[src/rtl/bomb_alarm_display.sv]
// bomb_alarm_display
//   Alarm front-end for the countdown timer. Shows the count on an active-low
//   seven-segment digit, blinks a warning near zero, sounds a buzzer burst on
//   detonation and latches the detonated state until the operator clears it.
//   Every output is registered and updates one cycle after its cause.
//
// Optional feature: define BOMB_ALARM_DECIMAL_EN to show the count in decimal
//   (units on Seg, tens on the extra Seg_Tens output).
//
// Ports:
//   Clock       in   system clock, rising edge
//   Reset       in   synchronous, active-high reset
//   Count_In    in   [3:0] countdown value
//   Blow_Up_In  in   detonation request, sampled every cycle
//   Clear       in   operator acknowledge, leaves BOOM/HOLD
//   Seg         out  [6:0] {g,f,e,d,c,b,a}, active-low
//   Seg_Tens    out  [6:0] tens digit, active-low (BOMB_ALARM_DECIMAL_EN only)
//   Alarm_LED   out  warning/detonation lamp
//   Buzzer      out  buzzer drive
//   Detonated   out  high in BOOM and HOLD
module bomb_alarm_display #(
    parameter int unsigned WARN_LEVEL  = 3,
    parameter int unsigned BLINK_DIV   = 4,
    parameter int unsigned BUZZ_PULSES = 8,
    parameter int unsigned BUZZ_PERIOD = 2
) (
    input  logic       Clock,
    input  logic       Reset,
    input  logic [3:0] Count_In,
    input  logic       Blow_Up_In,
    input  logic       Clear,
    output logic [6:0] Seg,
`ifdef BOMB_ALARM_DECIMAL_EN
    output logic [6:0] Seg_Tens,
`endif
    output logic       Alarm_LED,
    output logic       Buzzer,
    output logic       Detonated
);

    localparam int BLINK_W = (BLINK_DIV > 1) ? $clog2(BLINK_DIV) : 1;
    localparam int PHASE_W = (BUZZ_PERIOD > 1) ? $clog2(BUZZ_PERIOD) : 1;
    localparam int PULSE_W = $clog2(BUZZ_PULSES + 1);

    localparam logic [3:0]         WARN_LVL    = 4'(WARN_LEVEL);
    localparam logic [BLINK_W-1:0] BLINK_LAST  = BLINK_W'(BLINK_DIV - 1);
    localparam logic [PHASE_W-1:0] PHASE_LAST  = PHASE_W'(BUZZ_PERIOD - 1);
    localparam logic [PULSE_W-1:0] PULSE_LAST  = PULSE_W'(BUZZ_PULSES - 1);

    localparam logic [6:0] SEG_BLANK = 7'h7F;
    localparam logic [6:0] SEG_DASH  = 7'h3F;

    typedef enum logic [1:0] {
        StNormal,
        StWarn,
        StBoom,
        StHold
    } state_e;

    function automatic logic [6:0] hex7(input logic [3:0] v);
        logic [6:0] s;
        case (v)
            4'h0:    s = 7'h40;
            4'h1:    s = 7'h79;
            4'h2:    s = 7'h24;
            4'h3:    s = 7'h30;
            4'h4:    s = 7'h19;
            4'h5:    s = 7'h12;
            4'h6:    s = 7'h02;
            4'h7:    s = 7'h78;
            4'h8:    s = 7'h00;
            4'h9:    s = 7'h10;
            4'hA:    s = 7'h08;
            4'hB:    s = 7'h03;
            4'hC:    s = 7'h46;
            4'hD:    s = 7'h21;
            4'hE:    s = 7'h06;
            default: s = 7'h0E;
        endcase
        return s;
    endfunction

    state_e             r_state;
    logic [BLINK_W-1:0] r_blink_cnt;
    logic               r_blink_phase;
    logic [PHASE_W-1:0] r_buzz_phase_cnt;
    logic               r_buzz_level;
    logic [PULSE_W-1:0] r_pulse_cnt;
    logic [6:0]         r_seg;
    logic               r_led;
    logic               r_buzz;
    logic               r_det;

    state_e             w_state_d;
    logic [BLINK_W-1:0] w_blink_cnt_d;
    logic               w_blink_phase_d;
    logic [PHASE_W-1:0] w_buzz_phase_cnt_d;
    logic               w_buzz_level_d;
    logic [PULSE_W-1:0] w_pulse_cnt_d;
    logic [6:0]         w_seg_d;
    logic               w_led_d;
    logic               w_buzz_d;
    logic               w_det_d;
    logic               w_in_warn_range;
    logic               w_burst_done;
    logic [6:0]         w_digit;

`ifdef BOMB_ALARM_DECIMAL_EN
    logic [6:0] r_seg_tens;
    logic [6:0] w_seg_tens_d;
    logic [6:0] w_tens;
    logic       w_ge_ten;

    assign w_ge_ten = (Count_In >= 4'd10);
    assign w_digit  = hex7(w_ge_ten ? (Count_In - 4'd10) : Count_In);
    assign w_tens   = w_ge_ten ? 7'h79 : SEG_BLANK;
    assign Seg_Tens = r_seg_tens;
`else
    assign w_digit  = hex7(Count_In);
`endif

    assign w_in_warn_range = (Count_In != 4'd0) && (Count_In <= WARN_LVL);

    // Last cycle of the low half of the final pulse ends the burst.
    assign w_burst_done = (r_state == StBoom) && (r_buzz_phase_cnt == PHASE_LAST) &&
                          !r_buzz_level && (r_pulse_cnt == PULSE_LAST);

    always_comb begin
        w_state_d          = r_state;
        w_blink_cnt_d      = '0;
        w_blink_phase_d    = 1'b0;
        w_buzz_phase_cnt_d = '0;
        w_buzz_level_d     = 1'b0;
        w_pulse_cnt_d      = '0;
        w_seg_d            = SEG_BLANK;
        w_led_d            = 1'b0;
        w_buzz_d           = 1'b0;
        w_det_d            = 1'b0;
`ifdef BOMB_ALARM_DECIMAL_EN
        w_seg_tens_d       = SEG_BLANK;
`endif

        unique case (r_state)
            StNormal, StWarn: begin
                if (Blow_Up_In) begin
                    w_state_d = StBoom;
                end else if (w_in_warn_range) begin
                    w_state_d = StWarn;
                end else begin
                    w_state_d = StNormal;
                end
            end
            StBoom: begin
                if (Clear) begin
                    w_state_d = StNormal;
                end else if (w_burst_done) begin
                    w_state_d = StHold;
                end
            end
            StHold: begin
                if (Clear) begin
                    w_state_d = StNormal;
                end
            end
            default: w_state_d = StNormal;
        endcase

        // Blink counter runs only while staying in WARN; entry restarts at phase 1.
        if (w_state_d == StWarn) begin
            if (r_state != StWarn) begin
                w_blink_cnt_d   = '0;
                w_blink_phase_d = 1'b1;
            end else if (r_blink_cnt == BLINK_LAST) begin
                w_blink_cnt_d   = '0;
                w_blink_phase_d = ~r_blink_phase;
            end else begin
                w_blink_cnt_d   = r_blink_cnt + 1'b1;
                w_blink_phase_d = r_blink_phase;
            end
        end

        // Buzz counters: phase within a half-period, level, completed pulses.
        if (w_state_d == StBoom) begin
            if (r_state != StBoom) begin
                w_buzz_phase_cnt_d = '0;
                w_buzz_level_d     = 1'b1;
                w_pulse_cnt_d      = '0;
            end else if (r_buzz_phase_cnt == PHASE_LAST) begin
                w_buzz_phase_cnt_d = '0;
                w_buzz_level_d     = ~r_buzz_level;
                w_pulse_cnt_d      = r_buzz_level ? r_pulse_cnt : r_pulse_cnt + 1'b1;
            end else begin
                w_buzz_phase_cnt_d = r_buzz_phase_cnt + 1'b1;
                w_buzz_level_d     = r_buzz_level;
                w_pulse_cnt_d      = r_pulse_cnt;
            end
        end

        unique case (w_state_d)
            StNormal: begin
                w_seg_d = w_digit;
`ifdef BOMB_ALARM_DECIMAL_EN
                w_seg_tens_d = w_tens;
`endif
            end
            StWarn: begin
                w_led_d = w_blink_phase_d;
                w_seg_d = w_blink_phase_d ? w_digit : SEG_BLANK;
`ifdef BOMB_ALARM_DECIMAL_EN
                w_seg_tens_d = w_blink_phase_d ? w_tens : SEG_BLANK;
`endif
            end
            StBoom: begin
                w_seg_d  = SEG_DASH;
                w_led_d  = 1'b1;
                w_det_d  = 1'b1;
                w_buzz_d = w_buzz_level_d;
`ifdef BOMB_ALARM_DECIMAL_EN
                w_seg_tens_d = SEG_DASH;
`endif
            end
            default: begin
                w_seg_d = SEG_DASH;
                w_led_d = 1'b1;
                w_det_d = 1'b1;
`ifdef BOMB_ALARM_DECIMAL_EN
                w_seg_tens_d = SEG_DASH;
`endif
            end
        endcase
    end

    always_ff @(posedge Clock) begin
        if (Reset) begin
            r_state          <= StNormal;
            r_blink_cnt      <= '0;
            r_blink_phase    <= 1'b0;
            r_buzz_phase_cnt <= '0;
            r_buzz_level     <= 1'b0;
            r_pulse_cnt      <= '0;
            r_seg            <= SEG_BLANK;
            r_led            <= 1'b0;
            r_buzz           <= 1'b0;
            r_det            <= 1'b0;
`ifdef BOMB_ALARM_DECIMAL_EN
            r_seg_tens       <= SEG_BLANK;
`endif
        end else begin
            r_state          <= w_state_d;
            r_blink_cnt      <= w_blink_cnt_d;
            r_blink_phase    <= w_blink_phase_d;
            r_buzz_phase_cnt <= w_buzz_phase_cnt_d;
            r_buzz_level     <= w_buzz_level_d;
            r_pulse_cnt      <= w_pulse_cnt_d;
            r_seg            <= w_seg_d;
            r_led            <= w_led_d;
            r_buzz           <= w_buzz_d;
            r_det            <= w_det_d;
`ifdef BOMB_ALARM_DECIMAL_EN
            r_seg_tens       <= w_seg_tens_d;
`endif
        end
    end

    assign Seg       = r_seg;
    assign Alarm_LED = r_led;
    assign Buzzer    = r_buzz;
    assign Detonated = r_det;

endmodule

[config.mk]
export PLATFORM = sky130hd
export DESIGN_NAME = bomb_alarm_display
export DESIGN_NICKNAME = d
export VERILOG_FILES = /design/src/rtl/bomb_alarm_display.sv
export SDC_FILE = /design/constraint.sdc
export NUM_CORES = 1
export LEC_CHECK = 0
export CAP_MARGIN = 40
export CORE_MARGIN = 2
export CORE_UTILIZATION = 34
export DETAILED_ROUTE_END_ITERATION = 16
export PLACE_DENSITY_LB_ADDON = 0.3
export REMOVE_ABC_BUFFERS = 1
export SETUP_SLACK_MARGIN = 0.4
export SYNTH_ARGS = -nofsm -noshare
export SYNTH_HDL_FRONTEND = slang
export SYNTH_SLANG_ARGS = --single-unit
export TNS_END_PERCENT = 10
[constraint.sdc]
create_clock -name Clock -period 1.62 [get_ports Clock]
set_input_delay 0.243 -clock Clock [delete_from_list [all_inputs] [get_ports Clock]]
set_output_delay 0.243 -clock Clock [all_outputs]
set_load 0.1 [all_outputs]
# --- Yosys cells after proc, flatten, opt, wreduce, memory -nomap -nowiden ---
# Memory sizes are Yosys's and may differ from the RTL's.
# Index checks and enable logic that the tools add are counted.
totals:
  reg_bits: 21
  rom_bits: 112
  out_inout_bits: 10
  elab_cells: 59
  mem_count: 1
classes:
  add_sub_neg: 3
  magnitude_cmp: 1
  n_eq_ne: 9
  mux: 16
  bitwise_logic: 4
  n_reduce_logical: 15
mem_list:
  columns: ["memory", "depth", "width", "read_ports", "rd_ports_with_merged_regs", "wr", "line_no", "source"]
  rows:
  - ["(no name shown)", 16, 7, 1, 0, 0, "62", "case (v)"]
op_table:
  columns: ["operator", "count"]
  rows:
  - ["$pmux 7 s2", 1]
  - ["$eq 2x2->1 const B", 4]
  - ["$mux 1", 8]
  - ["$mux 2", 4]
  - ["$reduce_or 4->1", 2]
  - ["$mux 7", 1]
  - ["$pmux 2 s3", 1]
  - ["$reduce_or 2->1", 3]
  - ["$add 4x1->4 const B", 1]
  - ["$eq 2x1->1 const B", 2]
  - ["$eq 4x3->1 const B", 1]
  - ["$le 4x2->1 const B", 1]
  - ["$logic_and 1x1->1", 4]
  - ["$logic_not 2->1", 2]
  - ["$not 1->1", 4]
  - ["$reduce_bool 4->1", 1]
  - ["$reduce_or 3->1", 1]
  - ["$add 2x1->2 const B", 1]
  - ["$ne 2x1->1 const B", 1]
  - ["$ne 2x2->1 const B", 1]
  - ["$pmux 1 s2", 1]
  - ["$reduce_and 2->1", 1]
  - ["$add 1x1->1 const B", 1]
  - ["$logic_not 1->1", 1]

# --- Longest topological paths before layout ---
depth:
  word_depth: 11
  depth_mapped: 5
  ltp_nobuf: 5

# --- Worst setup path before layout ---
# OpenSTA, ideal clock, no wires.
synth_timing:
  path_type: "flip-flop to flip-flop"
  start: "register r_pulse_cnt[0]"
  end: "register r_buzz, in the netlist Buzzer"
  setup_ns: 0.116
  t_arrival_ns: 1.223
  slack_ns: 0.281
  path_stages_with_launch: 5
  n_path_buf: 0
  synth_period_minus_slack_ns: 1.339
  cell_sequence: "dfxtp_1 ha_1 nand2b_1 or4_4 and4_1"
synth_between:
  elab_chain_len: 8
  word_cells_on_any_way: 9
  classes_between: "eq/ne (2); mux (4); bitwise (1); reduce/logical (2)"
synth_lines:
  columns: ["element", "line_no", "source"]
  rows:
  - ["start, declared", "88", "logic [PULSE_W-1:0] r_pulse_cnt;"]
  - ["start signal, assigned", "254", "r_pulse_cnt <= w_pulse_cnt_d;"]
  - ["$eq 4x3->1 *", "126", "!r_buzz_level && (r_pulse_cnt == PULSE_LAST);"]
  - ["$logic_and 1x1->1 *", "126", null]
  - ["$mux 2 *", "156", "end else if (w_burst_done) begin"]
  - ["$mux 2 *", "154", "if (Clear) begin"]
  - ["$pmux 2 s3 *", "143", "unique case (r_state)"]
  - ["$eq 2x2->1 *", "183, 199", null]
  - ["$not 1->1 (no line)", null, null]
  - ["$reduce_or 2->1 (no line)", null, null]
  - ["end signal, assigned", "257", "r_buzz <= w_buzz_d;"]
  - ["end, declared", "91", "logic r_buzz;"]
# Every way passes the cells marked *; elsewhere a longest branch is shown, timed or not.
# A chain may end at the register's enable or synchronous reset.

# --- Worst setup path after layout ---
# Ends and elaborated chain as after synthesis.

==> results.cfg <==
[worst_setup_path]
start_kind = flip-flop
setup.worst_path.end_class = flip-flop
critical_path_peak_fanout = 3
path_class = reg -> reg
worst_ep_arrival_time_ns = 1.58
critical_path_required_ns = 1.84

[yosys]
synthesis_stage_register_bit_count = 21
postSynth.topFlopCell = sky130_fd_sc_hd__dfxtp_1
ys_seq_area_share_pct = 41.53
asyncSetResetFlopFracSynth_pct = 0
library_cell_occupying_the_most_area_in_the_post_synthesis_netlist = sky130_fd_sc_hd__dfxtp_1
number_of_instances_in_the_synthesized_netlist = 109
netlist-cell-type-count = 37
post-synth-top-area-fraction_pct = 41.53
avgSynthCellArea_sq_um = 9.286
synth_enable_flop_cells = 0
yosys_warnings = 0
synth.area.top_cells = sky130_fd_sc_hd__dfxtp_1 42%, sky130_fd_sc_hd__ha_1 8.7%, sky130_fd_sc_hd__nor2_1 3.7%
synthesis.area_sq_um = 1012

[placed_design]
io_buffers = 17
hpwl_um = 1705
gp_congestion = 0.8529

[routing]
antenna_violating_nets_post_route = 0
detail_route.wl_per_cell_um = 12.87
drtPass1Iterations = 4
routed-via-count = 916
totalWireLength_um = 2278
initialDrtViolationCount = 18
drt_drc_violations_left = 0
route.detailed.vias_per_inst = 5.175

[sta]
tightestPinTransition_ns = 0.3689
maxSlewHeadroom_pct = 75.30
clk_skew_ns = 0.01171
layout_worst_path_cycle_share_pct = 83.62
max_clock_freq_mhz = 738.2
rsz0062_at_grt = true
period_minus_slack_ns = 1.355
maxSlewViolCount = 0
final_hold_viol_count = 0
setup-violations-final = 0
totalNegativeSetupSlack_ns = 0

[clocking]
clock_tree.root_cell = sky130_fd_sc_hd__clkbuf_4
cts_tree = yes
worst_skew_pair.late_latency_ns = 0.31
cts_max_path_buffers = 2
cts_htree_levels = 1
clkSinkCount = 21
cts_buffers = 3
clk_pin_slew_worst_paths_ns = 0.12

[run_status]
run_status = finished, final reports clean

[global_routing]
globalRouteTotalUtil_pct = 14.20
antenna_found_initial = 0
overflow = 0
grt_first_pass_wirelength_um = 3698
first_global_vias = 831
grt_max_degree = 13

[pwr]
static_leak_nw = 0.6313
worst_ir_drop_vdd_mv = 0.4322
power-per-cell-area_nw_per_um2 = 779.9

[floorplanning]
die_height_um = 58.56
fp-row-count = 19
die_area_sq_um = 3429
io_pins = 18
core_sq_um = 2781
floorplan.die.width_um = 58.56
initial_utilization_pct = 36.39

[final_layout]
drive_gt1_share_pct = 35.62
highest_count_cells_in_the_layout_ignoring_fill_and_taps = 19 x sky130_fd_sc_hd__buf_4, 18 x sky130_fd_sc_hd__dfxtp_1, 10 x sky130_fd_sc_hd__buf_12, 9 x sky130_fd_sc_hd__nor2_1, 6 x sky130_fd_sc_hd__nand2_1
n_diodes = 0
layout-area-overhead-vs-synth_pct = 51.05
layout.cells.most_common = sky130_fd_sc_hd__buf_4
layout.nets = 162
finish.utilization_pct = 54.97

[run]
maxCapViolations = 0

[hold_path]
worst_hold_path_type = reg -> reg
-- routing by layer --
layer	vias up	track usage, %	routed length [um]
li1	465	-	-
met1	421	17.98	1010
met2	23	22.79	1120
met3	7	2.418	86
met4	0	7.973	61
met5	-	0	0
-- worst paths after layout --
| kind | to | startpoint | slack (ns) | cells after the start |
|---|---|---|---|---|
| worst max-delay path | Buzzer | r_pulse_cnt[0] | 0.27 | 4 |
| worst min-delay path | r_blink_cnt[0] | r_blink_cnt[0] | 0.47 | 1 |
| worst max register to register | Buzzer | r_pulse_cnt[0] | 0.27 | 4 |
| worst min register to register | r_blink_cnt[0] | r_blink_cnt[0] | 0.47 | 1 |
-- registers in the layout (all words and copies together) (netlist names) --
register / count
Alarm_LED: 1
Buzzer: 1
r_buzz_level: 1
r_buzz_phase_cnt: 1
r_pulse_cnt: 4
r_state: 2
r_blink_phase: 1
Seg: 7
Detonated: 1
r_blink_cnt: 2
-- what timing repair did --
action	CTS	global route
endpoints found under the setup margin	18	18
gates cloned	0	0
pin swaps	7	1
hold buffers	0	0
setup buffers	2	1
gates resized for setup	12	7
-- Yosys cell counts, types with 2 or more instances --
cell type                   instances
sky130_fd_sc_hd__nor2b_1            4
sky130_fd_sc_hd__nand3_1            2
sky130_fd_sc_hd__mux2i_1            2
sky130_fd_sc_hd__o211ai_1           2
sky130_fd_sc_hd__and4_1             2
sky130_fd_sc_hd__o2111ai_1          4
sky130_fd_sc_hd__and3_1             3
sky130_fd_sc_hd__a21oi_1            4
sky130_fd_sc_hd__inv_1              5
sky130_fd_sc_hd__nand4_1            2
sky130_fd_sc_hd__nor3_1             2
sky130_fd_sc_hd__xor2_1             3
sky130_fd_sc_hd__o21ai_0            4
sky130_fd_sc_hd__nand2b_1           5
sky130_fd_sc_hd__nor2_1            10
sky130_fd_sc_hd__dfxtp_1           21
sky130_fd_sc_hd__nand2_1            6
sky130_fd_sc_hd__xnor2_1            2
sky130_fd_sc_hd__ha_1               7
sky130_fd_sc_hd__nor4_1             2
-- per-stage QoR --
| step | setup WS [ns] | cell area (sq um) | hold WS (ns) | total power, mW | std cells |
|---|---|---|---|---|---|
| after detailed placement | -0.1619 | 1421 | 0.4469 | 0.9388 | 170 |
| after floorplan | 0.2813 | 992.2 | 0.3121 | 0.7708 | 106 |
| after global routing | 0.2330 | 1529 | 0.4900 | 1.234 | 177 |
| after global placement | -0.1339 | 1421 | 0.4201 | 0.9362 | 170 |
| final | 0.2653 | 1529 | 0.4669 | 1.192 | 177 |
| after CTS | 0.2609 | 1493 | 0.4656 | 1.194 | 176 |
-- final cells by class --
| type | count | area, sq um |
|---|---|---|
| clock buffers | 3 | 22.52 |
| repair buffers | 36 | 412.9 |
| fillers | 251 | 1252 |
| flip-flops and latches | 21 | 426.7 |
| inverters | 6 | 25.02 |
| multi-input cells | 79 | 598.1 |
| clock inverters | 1 | 5.005 |
| well taps | 31 | 38.79 |
-- power by group --
part           internal, mW  switching (mW)  total, mW  leakage (nW)
clock network        0.0923           0.164      0.256        0.0177
logic                 0.154           0.216      0.370         0.440
registers             0.541          0.0253      0.566         0.174
total                 0.787           0.405       1.19         0.631
-- kinds of logic (layout without fill, tap and decap cells) --
logic type,after synthesis,count (layout),share of synthesized area (%)
and+or+nand+nor,44,44,24.48
DFF,21,21,41.53
AOI/OAI and AO/OA,20,20,13.47
buffers and inverters,9,46,4.450
adders and majority gates,7,7,8.652
xor gates and xnor gates,5,5,4.327
muxes,3,3,3.090
-- worst max-delay path: stages, from the launching register on --
cell and delay, ns:
sky130_fd_sc_hd__dfxtp_2 0.37, sky130_fd_sc_hd__ha_4 0.14, sky130_fd_sc_hd__nand2b_1 0.07, sky130_fd_sc_hd__or4_4 0.49
sky130_fd_sc_hd__and4_1 0.19
(Power assumes the default switching activity.)
